### src/rtl/fp_mul_ci.sv
// rtl/fp_mul_ci.sv - Nios II multi-cycle custom-instruction front end for an external fp_mul pipeline
// Issues registered operands, waits LATENCY enabled cycles, captures q with an optional sign post-op.
module fp_mul_ci #(
  parameter int LATENCY = 5,
  parameter int CNT_W   = 16
) (
  input  logic             clk,
  input  logic             areset,
  input  logic             clk_en,
  input  logic             start,
  input  logic [31:0]      dataa,
  input  logic [31:0]      datab,
  input  logic [1:0]       n,
  output logic [31:0]      result,
  output logic             done,
  output logic [31:0]      mul_a,
  output logic [31:0]      mul_b,
  input  logic [31:0]      mul_q,
  output logic             busy,
  output logic [CNT_W-1:0] op_count
);

  typedef enum logic [1:0] {
    S_IDLE = 2'd0,
    S_WAIT = 2'd1,
    S_DONE = 2'd2
  } state_t;

  localparam logic [3:0] LAT_L = 4'(LATENCY);

  state_t      state;
  state_t      state_next;
  logic [3:0]  cnt;
  logic [1:0]  op_reg;
  logic [31:0] post_q;
  logic        issue;
  logic        capture;

  assign issue   = clk_en && (state == S_IDLE) && start;
  assign capture = clk_en && (state == S_WAIT) && (cnt == 4'd1);
  assign busy    = (state != S_IDLE);

  always_ff @(posedge clk) begin
    if (areset) begin
      state <= S_IDLE;
    end else if (clk_en) begin
      state <= state_next;
    end
  end

  always_comb begin
    state_next = state;
    case (state)
      S_IDLE:  if (start) state_next = S_WAIT;
      S_WAIT:  if (cnt == 4'd1) state_next = S_DONE;
      S_DONE:  state_next = S_IDLE;
      default: state_next = S_IDLE;
    endcase
  end

  // Sign post-op is applied blindly, zero and NaN included.
  always_comb begin
    post_q = mul_q;
    case (op_reg)
      2'd2:    post_q = {~mul_q[31], mul_q[30:0]};
      2'd3:    post_q = {1'b0, mul_q[30:0]};
      default: post_q = mul_q;
    endcase
  end

  always_ff @(posedge clk) begin
    if (areset) begin
      result   <= '0;
      done     <= 1'b0;
      mul_a    <= '0;
      mul_b    <= '0;
      op_count <= '0;
      cnt      <= '0;
      op_reg   <= '0;
    end else if (clk_en) begin
      done <= capture;
      if (issue) begin
        mul_a  <= dataa;
        mul_b  <= (n == 2'd1) ? dataa : datab;
        op_reg <= n;
        cnt    <= LAT_L;
      end else if (state == S_WAIT) begin
        cnt <= cnt - 4'd1;
      end
      if (capture) begin
        result   <= post_q;
        op_count <= op_count + CNT_W'(1);
      end
    end
  end

endmodule

### config.mk
export PLATFORM = sky130hd
export DESIGN_NAME = fp_mul_ci
export DESIGN_NICKNAME = d
export VERILOG_FILES = /design/src/rtl/fp_mul_ci.sv
export SDC_FILE = /design/constraint.sdc
export NUM_CORES = 1
export LEC_CHECK = 0
export ABC_AREA = 1
export CELL_PAD_IN_SITES_DETAIL_PLACEMENT = 0
export CELL_PAD_IN_SITES_GLOBAL_PLACEMENT = 1
export CORE_MARGIN = 5
export CORE_UTILIZATION = 29
export CTS_CLUSTER_DIAMETER = 30
export DETAILED_ROUTE_END_ITERATION = 16
export PLACE_DENSITY_LB_ADDON = 0.1
export SLEW_MARGIN = 5
export SYNTH_ARGS = -nofsm -noshare
export SYNTH_HDL_FRONTEND = slang
export SYNTH_SLANG_ARGS = --single-unit
### constraint.sdc
create_clock -name clk -period 1.5 [get_ports clk]
set_input_delay 0.3 -clock clk [delete_from_list [all_inputs] [get_ports clk]]
set_output_delay 0.3 -clock clk [all_outputs]
set_load 0.05 [all_outputs]
# Yosys cells after proc, flatten, opt, wreduce, memory -nomap -nowiden
# Index checks and enable logic that the tools add are counted.
[classes]
n_eq_ne = 7
muxes = 7
n_reduce_logical = 11
n_addsub = 2
bitwise = 1
[op_table]
columns = ["operator", "count"]
rows = [
  ["$pmux 32 s2", 1],
  ["$mux 32", 1],
  ["$add 16x1->16 const B", 1],
  ["$mux 4", 2],
  ["$reduce_and 2->1", 3],
  ["$eq 2x1->1 const B", 2],
  ["$eq 2x2->1 const B", 2],
  ["$eq 4x1->1 const B", 1],
  ["$logic_and 1x1->1", 4],
  ["$mux 2", 2],
  ["$ne 2x2->1 const B", 2],
  ["$pmux 2 s2", 1],
  ["$reduce_bool 2->1", 2],
  ["$sub 4x1->4 const B", 1],
  ["$reduce_and 3->1", 1],
  ["$logic_not 2->1", 1],
  ["$not 1->1", 1],
]
[totals]
word_cells = 36
reg_bits = 121
input_bits = 102

# Depth between registers and ports, before layout
# Gate-level depths: netlist of run 1.
[depth]
ltp_word = 5
depth_mapped = 10
depth_no_buf = 9

# Worst setup path before layout of run 1
# OpenSTA, ideal clock, no wires.
[synth_timing]
path_type = "register to register"
from = "reg op_count[0]"
to = "reg op_count[14]"
arrival_ns = 1.581
setup_time_ns = 0.114
t_required_ns = 1.386
path_buffers = 0
path_stages_with_launch = 9
path_slack_ns = -0.196
cell_sequence = "dfxtp_1 > ha_1 > nand3_1 > nor2_1 > nand2_2 > nor2_2 > nand2_1 > nand2_1 > nor2_1"
[synth_between]
elab_chain_len = 1
[synth_lines]
columns = ["item", "line", "text"]
rows = [
  ["start, declared", "20", "output logic [CNT_W-1:0] op_count"],
  ["start signal, assigned", "92", "op_count <= op_count + CNT_W'(1);"],
  ["$add 16x1->16", "92", ""],
]
# No other way between the ends.
# A chain may end at the register's enable or synchronous reset.

# Worst setup path in the final report of run 1
[layout_timing]
from = "reg cnt[1]"
to = "reg result[26]"
[layout_between]
elab_chain_len = 3
[layout_lines]
columns = ["item", "line", "text"]
rows = [
  ["start, declared", "33", "logic [3:0] cnt;"],
  ["start signal, assigned", "88", "cnt <= cnt - 4'd1;"],
  ["$eq 4x1->1", "40", "assign capture = clk_en && (state == S_WAIT) && (cnt == 4'd1);"],
  ["$logic_and 1x1->1", "40", ""],
  ["$reduce_and 2->1 (no source line)", "--", ""],
  ["end signal, assigned", "91", "result <= post_q;"],
  ["end, declared", "14", "output logic [31:0] result,"],
]
# No other way between the ends.

==> run_results.csv, run 1 <==
group,metric,value,unit
synthesis,synth_compound_area_share,17.2,%
critical_path,crit_path_end_kind,"register",
floorplanning,fp-row-count,47,
floorplanning,die_width,139,um
global_route,first_global_vias,5121,
synthesis,syn_nets,744,
synthesis,synth.distinct_cells,31,
pwr,p_sw,2.69,mW
floorplanning,die_height,139,um
floorplanning,initial_core_util,29.3,%
global_route,grtUsageTotal,17.0,%
synthesis,synth-simple-area-share,24.2,%
timing,grt_setup_unrepaired,"no",
synthesis,synth-seq-area-share,50.1,%
synthesis,synth_xor_xnor_area_share,0.363,%
pwr,combPwrFrac,20.5,%
worst_hold_path,min_from,"datab[19]",
drt,wl_per_cell,15.2,um
timing,max_freq,0.700,GHz
clocking,h-tree-depth,4,
pwr,seqPwrFrac,35.2,%
pwr,power.total,10.1,mW
place,place.gp.congestion,0.803,
synthesis,yosys_register_bits,121,
global_route,overflow,0,
layout,fin_cells,1089,
layout,diodes,0,
clocking,cts_sinks,121,
critical_path,r2r-end,"result[26]",
drt,ant_nets,0,
timing,whs,0.458,ns
timing,tightest_slew,0.315,ns
pwr,peakVddDrop,749,uV
place,placed_cells,1057,
synthesis,async_flop_share,0,%
worst_hold_path,whs_path_depth,3,
synthesis,synth_area,4830,um2
synthesis,synth_common_cells,"nor2_1, dfxtp_1, o21ai_0, nand2_1, nand3_1",
floorplanning,pin_count,216,
critical_path,reg2reg_depth,8,
worst_hold_path,hold_end,"mul_b[19]",
place,dp_hpwl,12.1,mm
drt,drcViolationCount,0,
timing,report.final.slew_viol_count,0,
timing,fin_skew,0.00613,ns
synthesis,yosysMostFrequentCell,"nor2_1",
critical_path,reg2reg_slack,0.07,ns
layout,top_regs,"mul_a x32, mul_b x32, result x32",
global_route,grt_pass1_wl,26.6,mm
synthesis,synth_top_area_share,50.1,%
drt,dr.pass1.iters,4,
timing,finalHoldViolCount,0,
global_route,antenna_found_initial,0,
synthesis,ys.flop_type,"dfxtp_1",
timing,setup-violations-final,0,
pwr,leakagePower,3.79,nW
pwr,p_int,7.45,mW
floorplanning,die_area,19300,um2
layout,nFillCells,1453,
run,maxCapViolations,0,
worst_hold_path,hp-class,"input port to register",
drt,drt_wl_total,16.5,mm
timing,max-slew-margin-rel,78.9,%
critical_path,r2r_start,"cnt[1]",
critical_path,path_class,"register to register",
synthesis,muxShareOfSynthArea,0,%
layout,fin_nets,961,
timing,setup_slack,0.0706,ns
layout,drive_gt1_share,22.2,%
critical_path,start_kind,"register",
synthesis,synth_edf_count,0,
clocking,path_clk_slew,0.06,ns
drt,via_count,5018,
pwr,sw_frac_of_total,26.5,%
drt,vias_per_cell,4.61,
clocking,clockRootBuffer,"clkbuf_16",
synthesis,synth_top_family_by_area,"simple AND/OR/NAND/NOR gates",
status,outcome,"finished clean",
critical_path,path_max_fanout,22,
clocking,cts_tree,"done",
clocking,clock_path_buffers,2,
synthesis,yosysWarnings,0,
synthesis,syn_avg_cell_area,7.56,um2
critical_path,crit_required,1.79,ns
place,pre_cts_ws,-0.265,ns
timing,period_minus_slack,1.43,ns
critical_path,cp_data_arrival_time,1.72,ns
drt,drt_first_iter_violations,207,
pwr,clkPwrFrac,44.2,%
synthesis,synth_area_leaders,"dfxtp_1, nor2_1, o21ai_0, nand2_1, a31oi_1",
global_route,grt_max_degree,61,
place,io_buffers,215,
synthesis,synthAdderAreaFrac,0.777,%
synthesis,synth_top_cell_by_area,"dfxtp_1",
clocking,clk_latency,0.41,ns
floorplanning,core_area,16500,um2
timing,period_share,95.3,%
synthesis,synthCells,639,
clocking,numCtsBuffers,17,
pwr,cellPowerDensity,1100,nW/um2
layout,area_delta_synth_final,90.8,%
[power by group through the flow]
stage | Clock [mW] | Combinational (mW) | Sequential [mW]
4_1_cts | 4.60 | 2.10 | 3.57
3_5_place_dp | 0 | 2.10 | 3.63
2_1_floorplan | 0 | 0.408 | 4.09
3_3_place_gp | 0 | 2.08 | 3.63
6_report | 4.48 | 2.08 | 3.57
5_1_grt | 4.74 | 2.20 | 3.59
[routing by layer]
| layer | global-route usage [%] | vias to the layer above | routed length (um) |
|---|---|---|---|
| met2 | 27.3 | 166 | 7670 |
| met1 | 19.5 | 2274 | 6940 |
| met5 | 0 | - | 0 |
| met3 | 8.66 | 17 | 1670 |
| met4 | 5.77 | 0 | 262 |
| li1 | - | 2561 | - |
[how the worst max path moves through the flow]
stage           startpoint           end  slack, ns
2_1_floorplan  op_count[4]  op_count[14]      0.006
3_3_place_gp        clk_en  op_count[14]      -0.26
4_1_cts             cnt[1]    result[26]       0.01
6_report            cnt[1]    result[26]       0.07
3_5_place_dp        clk_en    result[26]      -0.26
5_1_grt             cnt[1]    result[15]      0.008
[cells in the final DEF (no fill, tap or decap), drive strengths merged]
cell	instances
a21oi	10
a31oi	33
and3	2
buf	143
bufinv	5
clkbuf	19
clkdlybuf4s50	101
clkinv	7
clkinvlp	2
dfxtp	121
ha	3
inv	31
nand2	64
nand3	40
nand3b	1
nand4	6
nor2	159
nor3	7
nor3b	1
o211ai	1
o21a	1
o21ai	106
o21bai	4
xor2	2
[per-stage QoR]
step | utilization (%) | instance area (um2) | TNS (ns)
after floorplan | - | 4840 | 0
after global placement | 51.9 | 8550 | -22.20
after detailed placement | 51.9 | 8550 | -25.05
after CTS | 55.9 | 9200 | 0
after global routing | 56.0 | 9220 | 0
final | 56.0 | 9220 | 0
[layout make-up]
cell class | count | area, um2 | share of cell area (%)
clock buffer | 19 | 453 | 4.92
inverter | 32 | 120 | 1.30
sequential | 121 | 2430 | 26.3
tap | 220 | 275 | 2.99
multi-input combinational | 440 | 2070 | 22.4
clock inverter | 13 | 199 | 2.16
timing repair buffer | 244 | 3670 | 39.9
[cells by family (layout without fill, tap and decap cells)]
logic type / Yosys count / after routing
buf+inv: 78 / 308
flops: 121 / 121
xor+xnor: 2 / 2
simple gates: 280 / 280
compound gates: 155 / 155
fa+ha+maj: 3 / 3
[repair_timing]
| action | in CTS | in global routing |
|---|---|---|
| hold buffers | 0 | 0 |
| resized for setup | 0 | 8 |
| buffers inserted | 0 | 0 |
| endpoints found under the setup margin | 0 | 35 |
[worst max-delay path, cell delays in order, from the launching register on]
cell and delay, ns:
dfxtp_1 0.37, inv_2 0.06, ha_1 0.18, nand2_2 0.10
nor2_4 0.05, buf_4 0.16, buf_12 0.15, o21ai_0 0.17
nor2_1 0.07
No activity file was read; power rests on OpenSTA's default activity.
==> run 2: changes to the inputs <==
--- a/config.mk
+++ b/config.mk
@@ -10,7 +10,6 @@
 export CELL_PAD_IN_SITES_GLOBAL_PLACEMENT = 1
 export CORE_MARGIN = 5
 export CORE_UTILIZATION = 29
-export CTS_CLUSTER_DIAMETER = 30
 export DETAILED_ROUTE_END_ITERATION = 16
 export PLACE_DENSITY_LB_ADDON = 0.1
 export SLEW_MARGIN = 5
==> results of run 2 <==
Same layout as run 1: the final DEF is identical, and so are final timing and power.
